## config.mk

```make
export PLATFORM = sky130hd
export DESIGN_NAME = fetch_stage
export DESIGN_NICKNAME = d
export VERILOG_FILES = /design/src/rtl/cpu_types_pkg.sv /design/src/rtl/if_id_latch.sv /design/src/rtl/fetch_stage.sv
export SDC_FILE = /design/constraint.sdc
export NUM_CORES = 1
export LEC_CHECK = 0
export ABC_AREA = 1
export ABC_CLOCK_PERIOD_IN_PS = 3750
export CORE_AREA = 8 8 132 134
export CTS_CLUSTER_DIAMETER = 200
export CTS_CLUSTER_SIZE = 10
export DETAILED_ROUTE_END_ITERATION = 10
export DIE_AREA = 0 0 140 142
export SYNTH_ARGS = -nofsm -noshare
export SYNTH_HDL_FRONTEND = slang
export SYNTH_HIERARCHICAL = 1
export SYNTH_SLANG_ARGS = --single-unit
```

## constraint.sdc

```tcl
create_clock -name CLK -period 3.75 [get_ports CLK]
set_clock_uncertainty 0.05 [all_clocks]
set_input_delay 0.375 -clock CLK [delete_from_list [all_inputs] [get_ports CLK]]
set_output_delay 0.375 -clock CLK [all_outputs]
set_load 0.005 [all_outputs]
```

## src/rtl/cpu_types_pkg.sv

```systemverilog
// Shared CPU types: instruction word, opcode encoding, I-type layout and
// the fetch-stage state encoding.
package cpu_types_pkg;

    localparam int WORD_W = 32;

    typedef logic [WORD_W-1:0] word_t;

    typedef enum logic [5:0] {
        RTYPE = 6'h00,
        J     = 6'h02,
        JAL   = 6'h03,
        BEQ   = 6'h04,
        BNE   = 6'h05,
        ADDI  = 6'h08,
        LW    = 6'h23,
        SW    = 6'h2B,
        HALT  = 6'h3F
    } opcode_t;

    typedef struct packed {
        opcode_t     opcode;
        logic [4:0]  rs;
        logic [4:0]  rt;
        logic [15:0] imm;
    } i_t;

    typedef enum logic [0:0] {
        RUN    = 1'b0,
        HALTED = 1'b1
    } fetch_state_t;

    localparam word_t PC_STEP = 32'd4;

endpackage

```

## src/rtl/if_id_latch.sv

```systemverilog
// IF/ID pipeline register: flush beats hold, hold beats load, and an
// enabled cycle without a load becomes a bubble.
import cpu_types_pkg::*;

module if_id_latch (
    input  logic  CLK,
    input  logic  RST,
    input  logic  flush,
    input  logic  enable,
    input  logic  load,
    input  word_t instr_in,
    input  word_t npc_in,
    output word_t instr,
    output word_t npc,
    output logic  valid
);

    // Latch update with flush > hold > load > bubble priority.
    always_ff @(posedge CLK or posedge RST) begin
        if (RST) begin
            instr <= '0;
            npc   <= '0;
            valid <= 1'b0;
        end else if (flush) begin
            instr <= '0;
            npc   <= '0;
            valid <= 1'b0;
        end else if (!enable) begin
            instr <= instr;
            npc   <= npc;
            valid <= valid;
        end else if (load) begin
            instr <= instr_in;
            npc   <= npc_in;
            valid <= 1'b1;
        end else begin
            instr <= '0;
            npc   <= '0;
            valid <= 1'b0;
        end
    end

endmodule

```

## src/rtl/fetch_stage.sv

```systemverilog
// Instruction fetch stage: owns the PC and the run/halt FSM, drives the
// icache request and feeds the IF/ID latch.
//
//   state  | meaning
//   -------+---------------------------------------------------------
//   RUN    | fetching; iREN high, PC advances on accepted hits
//   HALTED | HALT was fetched; iREN low, PC parked on the HALT word
//          | until a redirect (wrong-path HALT) restarts fetching
import cpu_types_pkg::*;

module fetch_stage #(
    parameter word_t PC0 = 32'h00000000
) (
    input  logic  CLK,
    input  logic  RST,
    input  logic  pc_enable,
    input  logic  enable_ID,
    input  logic  flush_ID,
    input  logic  redirect,
    input  word_t redirect_pc,
    input  logic  ihit,
    input  word_t iload,
    output logic  iREN,
    output word_t iaddr,
    output word_t instr_ID,
    output word_t npc_ID,
    output logic  valid_ID
);

    fetch_state_t state, state_next;
    word_t        pc, pc_next, pc_plus4;
    logic         fetch_ok;
    logic         is_halt;

    // A hit only counts when running and neither a redirect nor a stall
    // would throw the word away.
    assign fetch_ok = (state == RUN) && ihit && !redirect && !pc_enable;
    assign is_halt  = (opcode_t'(iload[31:26]) == HALT);
    assign pc_plus4 = pc + PC_STEP;
    assign iaddr    = pc;
    assign iREN     = (state == RUN);

    // Next PC: redirect > stall hold > sequential advance > hold.
    always_comb begin
        pc_next = pc;
        if (redirect)
            pc_next = redirect_pc;
        else if (pc_enable)
            pc_next = pc;
        else if (fetch_ok && !is_halt)
            pc_next = pc_plus4;
    end

    // Next FSM state: HALT parks the stage, only a redirect releases it.
    always_comb begin
        state_next = state;
        case (state)
            RUN:     if (fetch_ok && is_halt) state_next = HALTED;
            HALTED:  if (redirect)            state_next = RUN;
            default: state_next = RUN;
        endcase
    end

    // PC and FSM registers.
    always_ff @(posedge CLK or posedge RST) begin
        if (RST) begin
            pc    <= PC0;
            state <= RUN;
        end else begin
            pc    <= pc_next;
            state <= state_next;
        end
    end

    if_id_latch u_if_id (
        .CLK      (CLK),
        .RST      (RST),
        .flush    (flush_ID),
        .enable   (enable_ID),
        .load     (fetch_ok),
        .instr_in (iload),
        .npc_in   (pc_plus4),
        .instr    (instr_ID),
        .npc      (npc_ID),
        .valid    (valid_ID)
    );

endmodule
```

==> metrics.md <==
| Metric | Value |
|---|---|
| Worst Path Arrival | `2.68 ns` |
| Post-Syn Area | `0.005255 mm²` |
| Clk buf depth | `2` |
| Routed WL | `17,610 µm` |
| Clk_lat worst skew | `0.36 ns` |
| Final Cycle Share | `64.82%` |
| Via/cell ratio | `4.888` |
| Maximum vdd drop | `0.2092 mV` |
| Row cnt | `46` |
| Final GP Congestion | `0.8603` |
| WP data required | `4.00 ns` |
| Grt ovf | `0` |
| XOR/XNOR Fraction of Synth Area | `2.905%` |
| CP Class | `input port to flip-flop` |
| Post-synthesis simple-gate area fraction | `39.86%` |
| DR WL/cell | `17.13 µm` |
| PD cells | `361.5 mW/mm²` |
| Register area share after synthesis | `46.67%` |
| Critical Path Source Type | `input port` |
| CTS root buf | `clkbuf_16` |
| Synth Net Count | `757` |
| Clock sinks | `98` |
| DR WL met3 | `1332 µm` |
| Area of the multi-input gates | `0.002354 mm²` |
| Post-route DRC violation count | `0` |
| Final Max Slew Viols | `0` |
| Synth-to-layout area growth | `38.86%` |
| Die X-Extent | `140 µm` |
| Vias | `5,025` |
| DRT Pass-1 Iters | `5` |
| Max Cap Viol | `0` |
| Gr usage total | `18.14%` |
| Post-route ant nets | `0` |
| Reg-to-reg startpoint | `state` |
| FILL cells | `1,582` |
| Post-route worst setup slack | `1.319 ns` |
| Rel. slew slack | `32.67%` |
| Placed Area | `0.006980 mm²` |
| Flops & latches, synth | `98` |
| Post-synth top cells | `nand2_1, dfrtp_1, nand4_1` |
| Largest area contributor in the synthesized netlist | `dfrtp_1` |
| # setup viols final | `0` |
| Crit. Startpoint | `redirect` |
| CTS tree | `built` |
| Share of the synthesized area in the top cell type | `46.67%` |
| Top sig layer | `met4` |
| I/O pin count | `169` |
| Design area | `0.007297 mm²` |
| Highest clock rate | `0.4114 GHz` |
| Worst-Margin Slew | `1.009 ns` |
| Largest net degree at the start of global routing | `66` |
| Vias in the first global route | `5,120` |
| Outcome | `complete, no violations` |
| Asr flop ratio synth | `100.0%` |
| Mapped Cells | `685` |
| Post-Place Setup Slack | `0.8813 ns` |
| Synthesis Warnings | `6` |
| Share of cells above drive strength 1 | `6.100%` |
| Fin Setup TNS | `0 ns` |
| Syn avg cell area | `7.672 µm²` |
| Final net count | `903` |
| CTS Buf Count | `9` |
| Worst Path Max Fanout | `29` |
| FF+latch area | `0.002452 mm²` |
| Post-cts resize count | `0` |
| Synth cell types | `28` |
| Clock-pin transition on the worst setup and hold timing paths | `0.08 ns` |
| Post-Synth Adder-Cell Area | `0.2381%` |
| Leak Pwr | `3.599 nW` |
| Die area | `0.01988 mm²` |
| Dpl hpwl | `12,310 µm` |
| Wire length on met1 | `8078 µm` |
| Count leader, synth | `nand2_1` |
| Hold buffers post-CTS | `0` |
| Hold Slack | `0.4215 ns` |
| Crit path time final | `2.431 ns` |
| H-tree Lvls | `3` |
| Mux share of post-synthesis cell area | `0%` |
| R2R cell count | `7` |
| Wire length on met2 | `7918 µm` |
| Largest family of logic cells by synthesized area | `simple AND/OR/NAND/NOR gates` |
| RSZ-0062 raised after global routing | `false` |
| Chip height | `142 µm` |
| Port bufs | `168` |
| Post-synth EDFFs | `0` |
| Effective utilization at floorplan | `34.07%` |
| Ranking of synthesized cells by area | `dfrtp_1, nand2_1, nand4_1` |
| Post-synthesis compound-gate area fraction | `1.643%` |
| Setup crit end kind | `flip-flop` |
| First-pass GRT wire length | `28,350 µm` |
| Setup Buffers After CTS | `0` |
| DR iter-0 viols | `339` |
| ANT cells | `0` |
| Hold Path Class | `input port to async pin` |
| Initial antenna violation count | `0` |
| Top_reg_cell synth | `dfrtp_1` |
| Core ar. | `0.01542 mm²` |
| Final Hold Fails | `0` |
state kept, by name, indices dropped and copies added (netlist names):
register,flops
iaddr,32
state,1
u_if_id/valid,1
u_if_id/npc,32
u_if_id/instr,32
worst max-delay path: stages:
cell and delay, ns:
clkdlybuf4s50_1 0.46, inv_4 0.23, nand3_1 0.15, inv_2 0.09
nand2_2 0.25, inv_1 0.85, nand3_1 0.15, nand2_1 0.11
power breakdown:
group          total, mW  internal [mW]  switching, mW
sequential          1.17           1.10         0.0698
combinational      0.459          0.222          0.237
clock               1.00          0.550          0.454
worst paths after layout:
check / slack [ns] / to
max: 1.32 / iaddr[22]
min: 0.42 / iaddr[4]
max reg2reg: 1.61 / iaddr[22]
min reg2reg: 0.42 / u_if_id/valid
max in group asynchronous: 2.41 / u_if_id/npc[18]
min in group CLK: 0.42 / u_if_id/valid
cell usage in the layout (no fill, tap or decap), types with 2 or more instances in the layout:
cell type | Yosys | layout
xnor2_1 | 5 | 5
o211ai_1 | 2 | 2
clkbuf_16 | 0 | 9
and2_1 | 6 | 6
nand4_1 | 64 | 64
nand2_4 | 3 | 3
nand3_1 | 44 | 44
clkdlybuf4s50_1 | 0 | 167
xor2_2 | 4 | 4
nand2_1 | 299 | 299
buf_4 | 7 | 9
nand2_2 | 3 | 3
inv_8 | 0 | 2
nor2_4 | 7 | 8
inv_1 | 49 | 46
nor2_2 | 2 | 2
xor2_1 | 5 | 5
dfrtp_1 | 98 | 98
o21ai_0 | 10 | 10
nor2_1 | 32 | 31
inv_6 | 0 | 2
inv_2 | 0 | 3
nand3b_1 | 4 | 4
layer usage:
metal  vias up  global-route usage, %
met5         -                      0
met1      2388                  23.75
li1       2477                      -
met3        18                  5.267
met4         0                  6.743
met2       142                  27.89
stage by stage:
step / instances / utilization (%) / total power [mW]
6_report: 1028 / 47.31 / 2.638
5_1_grt: 1028 / 47.31 / 2.754
4_1_cts: 1028 / 47.31 / 2.677
3_5_place_dp: 1012 / 45.25 / 1.657
3_3_place_gp: 1012 / 45.25 / 1.660
2_1_floorplan: 685 / - / 1.405
kinds of logic after synthesis:
| group | after synthesis |
|---|---|
| simple gates | 465 |
| compound gates | 15 |
| flops | 98 |
| xor+xnor | 14 |
| fa+ha+maj | 1 |
| buf+inv | 92 |
cell type report:
| class | count | area share, % |
|---|---|---|
| inverters | 50 | 2.606 |
| clock buffers | 10 | 3.275 |
| repair buffers | 177 | 23.90 |
| flip-flops and latches | 98 | 33.61 |
| clock inverters | 6 | 1.063 |
| multi-input cells | 495 | 32.25 |
| well taps | 192 | 3.292 |
Note: power is estimated with default switching activity, not from simulation.
